`src/rtl/inequality_window_tracker.sv`:
```
// Classifies unsigned samples against programmable LO/HI thresholds and
// debounces the resulting zone, counting committed zone transitions.
module inequality_window_tracker #(
    parameter int WIDTH    = 4,
    parameter int DEBOUNCE = 3,
    parameter int CNT_W    = 8,
    parameter int LO_RST   = 5,
    parameter int HI_RST   = 10
) (
    input  logic             i_clk,
    input  logic             i_rst_n,
    input  logic             i_in_valid,
    input  logic [WIDTH-1:0] i_in_data,
    input  logic             i_cfg_we,
    input  logic [WIDTH-1:0] i_cfg_lo,
    input  logic [WIDTH-1:0] i_cfg_hi,
    output logic             o_cfg_err,
    output logic [2:0]       o_cmp,
    output logic [2:0]       o_zone,
    output logic             o_zone_chg,
    output logic [CNT_W-1:0] o_trans_cnt
);

    typedef enum logic [2:0] {
        ZONE_BELOW  = 3'b001,
        ZONE_INSIDE = 3'b010,
        ZONE_ABOVE  = 3'b100
    } zone_t;

    localparam logic [4:0]       DEB     = 5'(DEBOUNCE);
    localparam logic [CNT_W-1:0] CNT_MAX = {CNT_W{1'b1}};

    function automatic zone_t classify(input logic [WIDTH-1:0] d,
                                       input logic [WIDTH-1:0] lo,
                                       input logic [WIDTH-1:0] hi);
        zone_t z;
        if (d > hi) begin
            z = ZONE_ABOVE;
        end else if (d < lo) begin
            z = ZONE_BELOW;
        end else begin
            z = ZONE_INSIDE;
        end
        return z;
    endfunction

    logic [WIDTH-1:0] r_lo, r_hi;
    zone_t            r_cmp, r_zone, r_pend_zone;
    logic [3:0]       r_pend_cnt;
    logic             r_zone_chg, r_cfg_err;
    logic [CNT_W-1:0] r_trans_cnt;

    logic [WIDTH-1:0] w_lo_nxt, w_hi_nxt;
    zone_t            w_cmp_nxt, w_zone_nxt, w_pend_zone_nxt, w_class;
    logic [3:0]       w_pend_cnt_nxt;
    logic             w_zone_chg_nxt, w_cfg_ok, w_cfg_bad;
    logic [CNT_W-1:0] w_trans_cnt_nxt;
    logic [4:0]       w_run_next;

    assign w_cfg_ok   = i_cfg_we && (i_cfg_lo <= i_cfg_hi);
    assign w_cfg_bad  = i_cfg_we && (i_cfg_lo > i_cfg_hi);
    assign w_class    = classify(i_in_data, r_lo, r_hi);
    assign w_run_next = {1'b0, r_pend_cnt} + 5'd1;

    // Next-state: config update, classification and debounce commit
    always_comb begin
        w_lo_nxt        = r_lo;
        w_hi_nxt        = r_hi;
        w_cmp_nxt       = r_cmp;
        w_zone_nxt      = r_zone;
        w_pend_zone_nxt = r_pend_zone;
        w_pend_cnt_nxt  = r_pend_cnt;
        w_zone_chg_nxt  = 1'b0;
        w_trans_cnt_nxt = r_trans_cnt;
        if (w_cfg_ok) begin
            // An accepted write restarts debouncing and drops the same-cycle sample.
            w_lo_nxt       = i_cfg_lo;
            w_hi_nxt       = i_cfg_hi;
            w_pend_cnt_nxt = 4'd0;
        end else if (i_in_valid) begin
            w_cmp_nxt = w_class;
            if (w_class == r_zone) begin
                w_pend_cnt_nxt = 4'd0;
            end else if ((w_class == r_pend_zone) || (DEB == 5'd1)) begin
                w_pend_zone_nxt = w_class;
                if ((w_class != r_pend_zone) || (w_run_next == DEB)) begin
                    w_zone_nxt     = w_class;
                    w_zone_chg_nxt = 1'b1;
                    w_pend_cnt_nxt = 4'd0;
                    if (r_trans_cnt != CNT_MAX) begin
                        w_trans_cnt_nxt = r_trans_cnt + CNT_W'(1);
                    end else begin
                        w_trans_cnt_nxt = r_trans_cnt;
                    end
                end else begin
                    w_pend_cnt_nxt = w_run_next[3:0];
                end
            end else begin
                w_pend_zone_nxt = w_class;
                w_pend_cnt_nxt  = 4'd1;
            end
        end else begin
            w_pend_cnt_nxt = r_pend_cnt;
        end
    end

    // State and output registers
    always_ff @(posedge i_clk or negedge i_rst_n) begin
        if (!i_rst_n) begin
            r_lo        <= WIDTH'(LO_RST);
            r_hi        <= WIDTH'(HI_RST);
            r_cmp       <= ZONE_INSIDE;
            r_zone      <= ZONE_INSIDE;
            r_pend_zone <= ZONE_INSIDE;
            r_pend_cnt  <= 4'd0;
            r_zone_chg  <= 1'b0;
            r_cfg_err   <= 1'b0;
            r_trans_cnt <= '0;
        end else begin
            r_lo        <= w_lo_nxt;
            r_hi        <= w_hi_nxt;
            r_cmp       <= w_cmp_nxt;
            r_zone      <= w_zone_nxt;
            r_pend_zone <= w_pend_zone_nxt;
            r_pend_cnt  <= w_pend_cnt_nxt;
            r_zone_chg  <= w_zone_chg_nxt;
            r_cfg_err   <= w_cfg_bad;
            r_trans_cnt <= w_trans_cnt_nxt;
        end
    end

    assign o_cfg_err   = r_cfg_err;
    assign o_cmp       = r_cmp;
    assign o_zone      = r_zone;
    assign o_zone_chg  = r_zone_chg;
    assign o_trans_cnt = r_trans_cnt;

endmodule

```
`config.mk`:
```
export PLATFORM = sky130hd
export DESIGN_NAME = inequality_window_tracker
export DESIGN_NICKNAME = d
export VERILOG_FILES = /design/src/rtl/inequality_window_tracker.sv
export SDC_FILE = /design/constraint.sdc
export NUM_CORES = 1
export LEC_CHECK = 0
export CAP_MARGIN = 10
export CORE_MARGIN = 5
export CORE_UTILIZATION = 25
export CTS_BUF_LIST = sky130_fd_sc_hd__clkbuf_4
export DETAILED_ROUTE_END_ITERATION = 6
export GPL_ROUTABILITY_DRIVEN = 0
export PLACE_DENSITY = 0.41
export SLEW_MARGIN = 20
export SYNTH_ARGS = -nofsm -noshare
export SYNTH_HDL_FRONTEND = slang
export SYNTH_SLANG_ARGS = --single-unit
```
`constraint.sdc`:
```
create_clock -name i_clk -period 3.4 [get_ports i_clk]
set_input_delay 0.68 -clock i_clk [delete_from_list [all_inputs] [get_ports i_clk]]
set_output_delay 0.68 -clock i_clk [all_outputs]
set_load 0.02 [all_outputs]
```
==> impl_metrics.toml, run 1 <==
[floorplanning]
io_pins = 32
die_area_sq_um = 8977
core_sq_um = 6907
die_h_um = 94.75
die_w_um = 94.75
start_util_pct = 26.00
num_rows = 30

[worst_setup_path]
crit_path_end_kind = "flop"
arrival_ns = 3.27
cp-start-kind = "input port"
crit_type = "input port to flop"
rr_worst_depth = 8
crit_top_cell = "nand3_1"
r2r_slack_ns = 0.67
startpoint = "i_in_data[2]"
max_stage_delay_ns = 0.45
r2r_start = "r_hi[3]$_DFFE_PN1P_"
reg2reg_to = "o_zone[0]$_DFFE_PN0P_"
cp_max_fo = 5
worstPathRequired_ns = 3.61
worstPathCellList = "clkdlybuf4s50_1 > ha_1 > a211oi_1 > nand2_1 > a211oi_2 > nand3_1 > nand3_1 > nor3b_4 > mux2_1"
cp_slowest_cell = "clkdlybuf4s50_1"

[clock_tree]
cts_resized = 0
htreeDepth = 2
numCtsBuffers = 5
cts_tree = "done"
clock-sinks = 31
cts_setup_buffers = 0
clock-root-buffer = "clkbuf_4"
cts_hold_buf = 0
clk_pin_slew_ns = 0.09
ctsLongestPathBuffers = 2
insertion_delay_ns = 0.33

[yosys]
yosysMostFrequentCell = "dfrtp_1"
synth_compound_area_share_pct = 11.01
synth_edf_count = 0
synth_area_leader_cell = "dfrtp_1"
syn_nets = 194
netlist.area_leader.share_pct = 33.45
synth_top_family_by_area = "simple AND/OR/NAND/NOR gates"
syn-cell-area_sq_um = 1795
ys_types = 41
async_reset_ff_share_pct = 100.0
yosys_warnings = 0
synthFlopType = "dfrtp_1"
synth_xor_area_share_pct = 2.927
synthAdderAreaFrac_pct = 9.756
synthSimpleGateAreaFrac_pct = 19.37
seq_area_frac_synth_pct = 43.69
synthTopCellsByArea = "dfrtp_1 (33%), dfstp_2 (10%), ha_1 (9.8%)"
synthMuxAreaShare_pct = 10.03
synthTopCellsByCount = "dfrtp_1 (24), ha_1 (14), inv_1 (13), nand2_1 (13), mux2_2 (12)"
synthCells = 164
ys_seq_elements = 31
synth_area_per_cell_sq_um = 10.95

[cells_and_area]
syn_to_final_growth_pct = 29.34
seq_area_sq_um = 784.5
antennaDiodeCount = 0
final_nets = 237
multi_input_area_sq_um = 953.4
drive_gt1_share_pct = 20.67
finalNonFillerCells = 304
n_fill_cell = 727

[global_route]
grt_pass1_vias = 1378
grtUsageTotal_pct = 9.940
grt_max_degree = 32
gr-usage-met1_pct = 13.38
use_met2_pct = 15.03
grt_pass1_wl_um = 6851
grt_antenna_before_repair = 0
grt_overflow_total = 0
grt_use_met3_pct = 3.187
grt.busiest_layer = "met2"

[detailed_routing]
remaining_drc_errors = 0
routedWlPerCell_um = 13.23
wirelength_um = 4022
antenna_left = 0
via_count = 1354
first_pass_iters = 4
dr.first_iter.drc_count = 53
viasPerCell = 4.454

[worst_hold_path]
whs_endpoint = "r_hi[1]$_DFFE_PN1P_"
hold_class = "flop to flop"
hold_depth = 2
min_from = "r_hi[1]$_DFFE_PN1P_"

[sta]
relSlewSlack_pct = 68.33
fin_crit_sh_pct = 90.10
fin_ws_ns = 0.3366
hold_viol_final = 0
tightest_slew_ns = 0.4742
skew_ns = 0.01097
period_minus_slack_ns = 3.063
final-setup-viol-count = 0
setup_tns_ns = 0
drv_slew = 0
holdWs_ns = 0.4864
max_freq_mhz = 326.4
rsz0062_at_grt = "false"

[pwr]
p_int_uw = 752.2
switchingPower_uw = 395.8
irDropWorstVdd_mv = 0.2283
switching_share_pct = 34.47
p_clk_share_pct = 18.5
leakage_uw = 0.001014
p_per_area_nw_per_um2 = 494.4
sequentialPowerShare_pct = 44.4
combPwrFrac_pct = 37.1

[placement]
dpl_worst_slack_ns = -0.008849
port_buffers = 31
dp_cells = 296
dp_hpwl_um = 3171

[run_status]
status = "completed"

[run]
maxCapViolCount = 0
[through the flow]
step | cell area [sq um] | power (uW) | util (%)
floorplan | 1795 | 772.4 | -
global placement | 2270 | 942.9 | 32.86
detailed placement | 2270 | 949.9 | 32.86
CTS | 2322 | 1168 | 33.62
global route | 2322 | 1245 | 33.62
finish | 2322 | 1148 | 33.62
[kinds of logic after synthesis]
logic type / count (synthesis)
AO/OA/AOI/OAI: 25
XOR/XNOR: 6
adder cells (fa/ha/maj): 14
buffers and inverters: 15
flip-flops: 31
multiplexers: 16
AND/OR/NAND/NOR: 57
[layout by cell type, fill, tap and decap left out, drive strengths merged, types with 2 or more instances in the layout]
cell type	netlist	routed
clkinv	0	2
clkdlybuf4s50	0	31
xnor2	5	5
dfstp	7	7
nor3b	3	3
nand2b	8	8
clkbuf	1	6
dfrtp	24	24
mux2	16	16
nand4	2	2
nand2	13	13
a21oi	5	5
a211oi	2	2
nor2	9	9
o21ai	9	9
ha	14	14
buf	1	7
nand3	11	11
and3	3	3
inv	13	13
[area by class of cell]
class	instances	area share (%)
multi-input combinational	118	41.06
sequential	31	33.78
timing repair buffer	38	15.62
tap	96	5.172
inverter	13	2.101
clock buffer	6	1.940
clock inverter	2	0.3233
[registers in the layout, indices dropped and copies added (netlist names)]
register and count:
o_cmp 3, r_lo 4, r_pend_zone 3, o_zone 3, o_zone_chg 1, o_cfg_err 1, r_hi 4, o_trans_cnt 8
r_pend_cnt 4
[worst max-delay path by stage]
stage	slack [ns]	to	depth (start not counted)
3_3_place_gp	0.08	o_zone[0]$_DFFE_PN0P_	9
4_1_cts	0.33	o_zone[0]$_DFFE_PN0P_	9
2_1_floorplan	0.67	o_trans_cnt[6]$_DFFE_PN0P_	8
5_1_grt	0.19	o_zone[2]$_DFFE_PN0P_	9
3_5_place_dp	-0.009	o_zone[0]$_DFFE_PN0P_	9
6_report	0.34	o_zone[0]$_DFFE_PN0P_	9
[metal layers]
metal | vias to the layer above | wire [um]
met5 | - | 0
met4 | 0 | 57
met3 | 5 | 214
met2 | 31 | 1815
met1 | 648 | 1935
li1 | 670 | -
[power groups by stage]
stage	registers, uW	clock network (uW)	logic [uW]
after floorplan	538	0	234
after global placement	517	0	426
after detailed placement	517	0	433
after CTS	511	222	436
after global routing	522	245	478
final	510	212	426
[critical path, delay by kind of cell]
kind | cells | cell delay (ns)
compound gates | 2 | 0.71
fa+ha+maj | 1 | 0.35
buf+inv | 1 | 0.45
mux | 1 | 0.35
simple gates | 4 | 0.74
No activity file was read; power rests on OpenSTA's default activity.
==> inputs of run 2 (changes only) <==
==> constraint.sdc (replaced) <==
create_clock -name i_clk -period 3.15 [get_ports i_clk]
set_input_delay 0.63 -clock i_clk [delete_from_list [all_inputs] [get_ports i_clk]]
set_output_delay 0.63 -clock i_clk [all_outputs]
set_load 0.02 [all_outputs]
==> run 2 against run 1 <==
- combinational power up 15%
- utilization up 1.3 points
- final cell count up 3.0%
- first-iteration DRC count down 45%
- clock-buffer cell count down 1
- via count up 0.37%
- sequential power up 8.4%
- clock skew up 0.0081 ns
- largest cell class unchanged
- die area unchanged
- critical path depth unchanged
- clock power up 44%
==> impl_metrics.toml, run 2 (same netlist as run 1, synthesis figures left out) <==
[global_route]
grt_overflow_total = 0
grt_max_degree = 32
grt_pass1_vias = 1429
grt.busiest_layer = "met2"
gr-usage-met1_pct = 12.93
grt_use_met3_pct = 3.426
use_met2_pct = 14.86
grtUsageTotal_pct = 9.780
grt_antenna_before_repair = 0
grt_pass1_wl_um = 6810

[clock_tree]
htreeDepth = 2
cts_resized = 0
insertion_delay_ns = 0.34
cts_setup_buffers = 0
clk_pin_slew_ns = 0.10
clock-root-buffer = "clkbuf_4"
clock-sinks = 31
numCtsBuffers = 5
cts_tree = "done"
ctsLongestPathBuffers = 2
cts_hold_buf = 0

[worst_setup_path]
arrival_ns = 3.13
max_stage_delay_ns = 0.44
worstPathRequired_ns = 3.37
crit_path_end_kind = "flop"
crit_top_cell = "nand3_1"
cp_slowest_cell = "clkdlybuf4s50_1"
cp-start-kind = "input port"
startpoint = "i_in_data[2]"
cp_max_fo = 5
worstPathCellList = "clkdlybuf4s50_1 > ha_1 > a211oi_1 > nand2_1 > a211oi_2 > nand3_1 > nand3_1 > nor3b_4 > mux2_1"
crit_type = "input port to flop"
r2r_start = "r_lo[2]$_DFFE_PN1P_"

[pwr]
leakage_uw = 0.001070
p_int_uw = 908.5
sequentialPowerShare_pct = 41.0
power_uw = 1348
p_clk_share_pct = 22.6
combPwrFrac_pct = 36.4
switchingPower_uw = 439.4
p_per_area_nw_per_um2 = 558.5
switching_share_pct = 32.60
irDropWorstVdd_mv = 0.3400

[run]
maxCapViolCount = 0

[floorplanning]
die_w_um = 94.75
core_sq_um = 6907
die_h_um = 94.75
die_area_sq_um = 8977
num_rows = 30
io_pins = 32
start_util_pct = 26.00

[cells_and_area]
layout_common_cells = "clkdlybuf4s50_1 (31), dfrtp_1 (24), buf_4 (16)"
final_nets = 246
antennaDiodeCount = 0
final_common_cell = "clkdlybuf4s50_1"
final_area_sq_um = 2414
seq_area_sq_um = 784.5
largest_reg_flops = 8
n_fill_cell = 729
syn_to_final_growth_pct = 34.42
drive_gt1_share_pct = 24.42
multi_input_area_sq_um = 953.4

[placement]
port_buffers = 31
place_area_sq_um = 2337
dpl_worst_slack_ns = -0.1263
dp_hpwl_um = 3128

[sta]
final-setup-viol-count = 0
rsz0062_at_grt = "false"
period_minus_slack_ns = 2.905
relSlewSlack_pct = 70.52
fin_ws_ns = 0.2446
fin_crit_sh_pct = 92.24
hold_viol_final = 0
drv_slew = 0
skew_ns = 0.01908
setup_tns_ns = 0
max_freq_mhz = 344.2
tightest_slew_ns = 0.4422

[detailed_routing]
antenna_left = 0
routedWlPerCell_um = 12.74
viasPerCell = 4.342
first_pass_iters = 4
wirelength_um = 3987
remaining_drc_errors = 0
via_count = 1359
dr.first_iter.drc_count = 29

[worst_hold_path]
min_from = "r_hi[1]$_DFFE_PN1P_"
hold_class = "flop to flop"

[run_status]
status = "completed"
==> run 2: cell type report <==
class	instances	share of cell area, %
multi-input combinational	118	39.50
sequential	31	32.50
timing repair buffer	47	17.83
tap	96	4.977
inverter	13	2.022
clock inverter	3	1.607
clock buffer	5	1.555
==> run 2: final timing paths <==
kind | end | slack (ns) | depth (start not counted)
min | r_hi[1]$_DFFE_PN1P_ | 0.49 | 2
min reg2reg | r_hi[1]$_DFFE_PN1P_ | 0.49 | 2
max reg2reg | o_zone[2]$_DFFE_PN0P_ | 0.50 | 9
max | o_zone[2]$_DFFE_PN0P_ | 0.24 | 9
max in group asynchronous | r_lo[0]$_DFFE_PN1P_ | 2.13 | 2
min in group asynchronous | o_trans_cnt[1]$_DFFE_PN0P_ | 0.67 | 2
==> run 2: metrics by stage <==
| stage | util (%) | hold slack, ns | cells |
|---|---|---|---|
| after floorplan | - | 0.3344 | 164 |
| after global placement | 33.84 | 0.4771 | 305 |
| after detailed placement | 33.84 | 0.4802 | 305 |
| after CTS | 34.95 | 0.4934 | 313 |
| after global routing | 34.95 | 0.5162 | 313 |
| final | 34.95 | 0.4868 | 313 |
==> run 2: worst max-delay path, delay by kind of cell <==
| family | cells | cell delay, ns |
|---|---|---|
| buffers and inverters | 1 | 0.44 |
| AOI/OAI and AO/OA | 2 | 0.63 |
| and+or+nand+nor | 4 | 0.73 |
| adders and majority gates | 1 | 0.34 |
| muxes | 1 | 0.35 |
==> run 2: power by group through the flow <==
stage / Clock, uW / Sequential, uW / Combinational (uW)
after global placement: 0 / 555 / 493
after global routing: 333 / 564 / 546
after floorplan: 0 / 581 / 253
after detailed placement: 0 / 561 / 495
after CTS: 319 / 553 / 499
final: 305 / 553 / 491
==> run 2: routing by layer <==
metal  vias up  part of all wire, %
met5         -                    0
met4         0                  1.4
met3         5                  5.4
met2        28                   44
met1       644                   49
li1        682                    -
==> inputs of run 3 (changes only) <==
--- a/config.mk
+++ b/config.mk
@@ -9,6 +9,7 @@
 export CORE_MARGIN = 5
 export CORE_UTILIZATION = 25
 export CTS_BUF_LIST = sky130_fd_sc_hd__clkbuf_4
+export CTS_CLUSTER_SIZE = 10
 export DETAILED_ROUTE_END_ITERATION = 6
 export GPL_ROUTABILITY_DRIVEN = 0
 export PLACE_DENSITY = 0.41
==> results of run 3 <==
No change in the layout: final DEF, timing and power equal those of run 2.
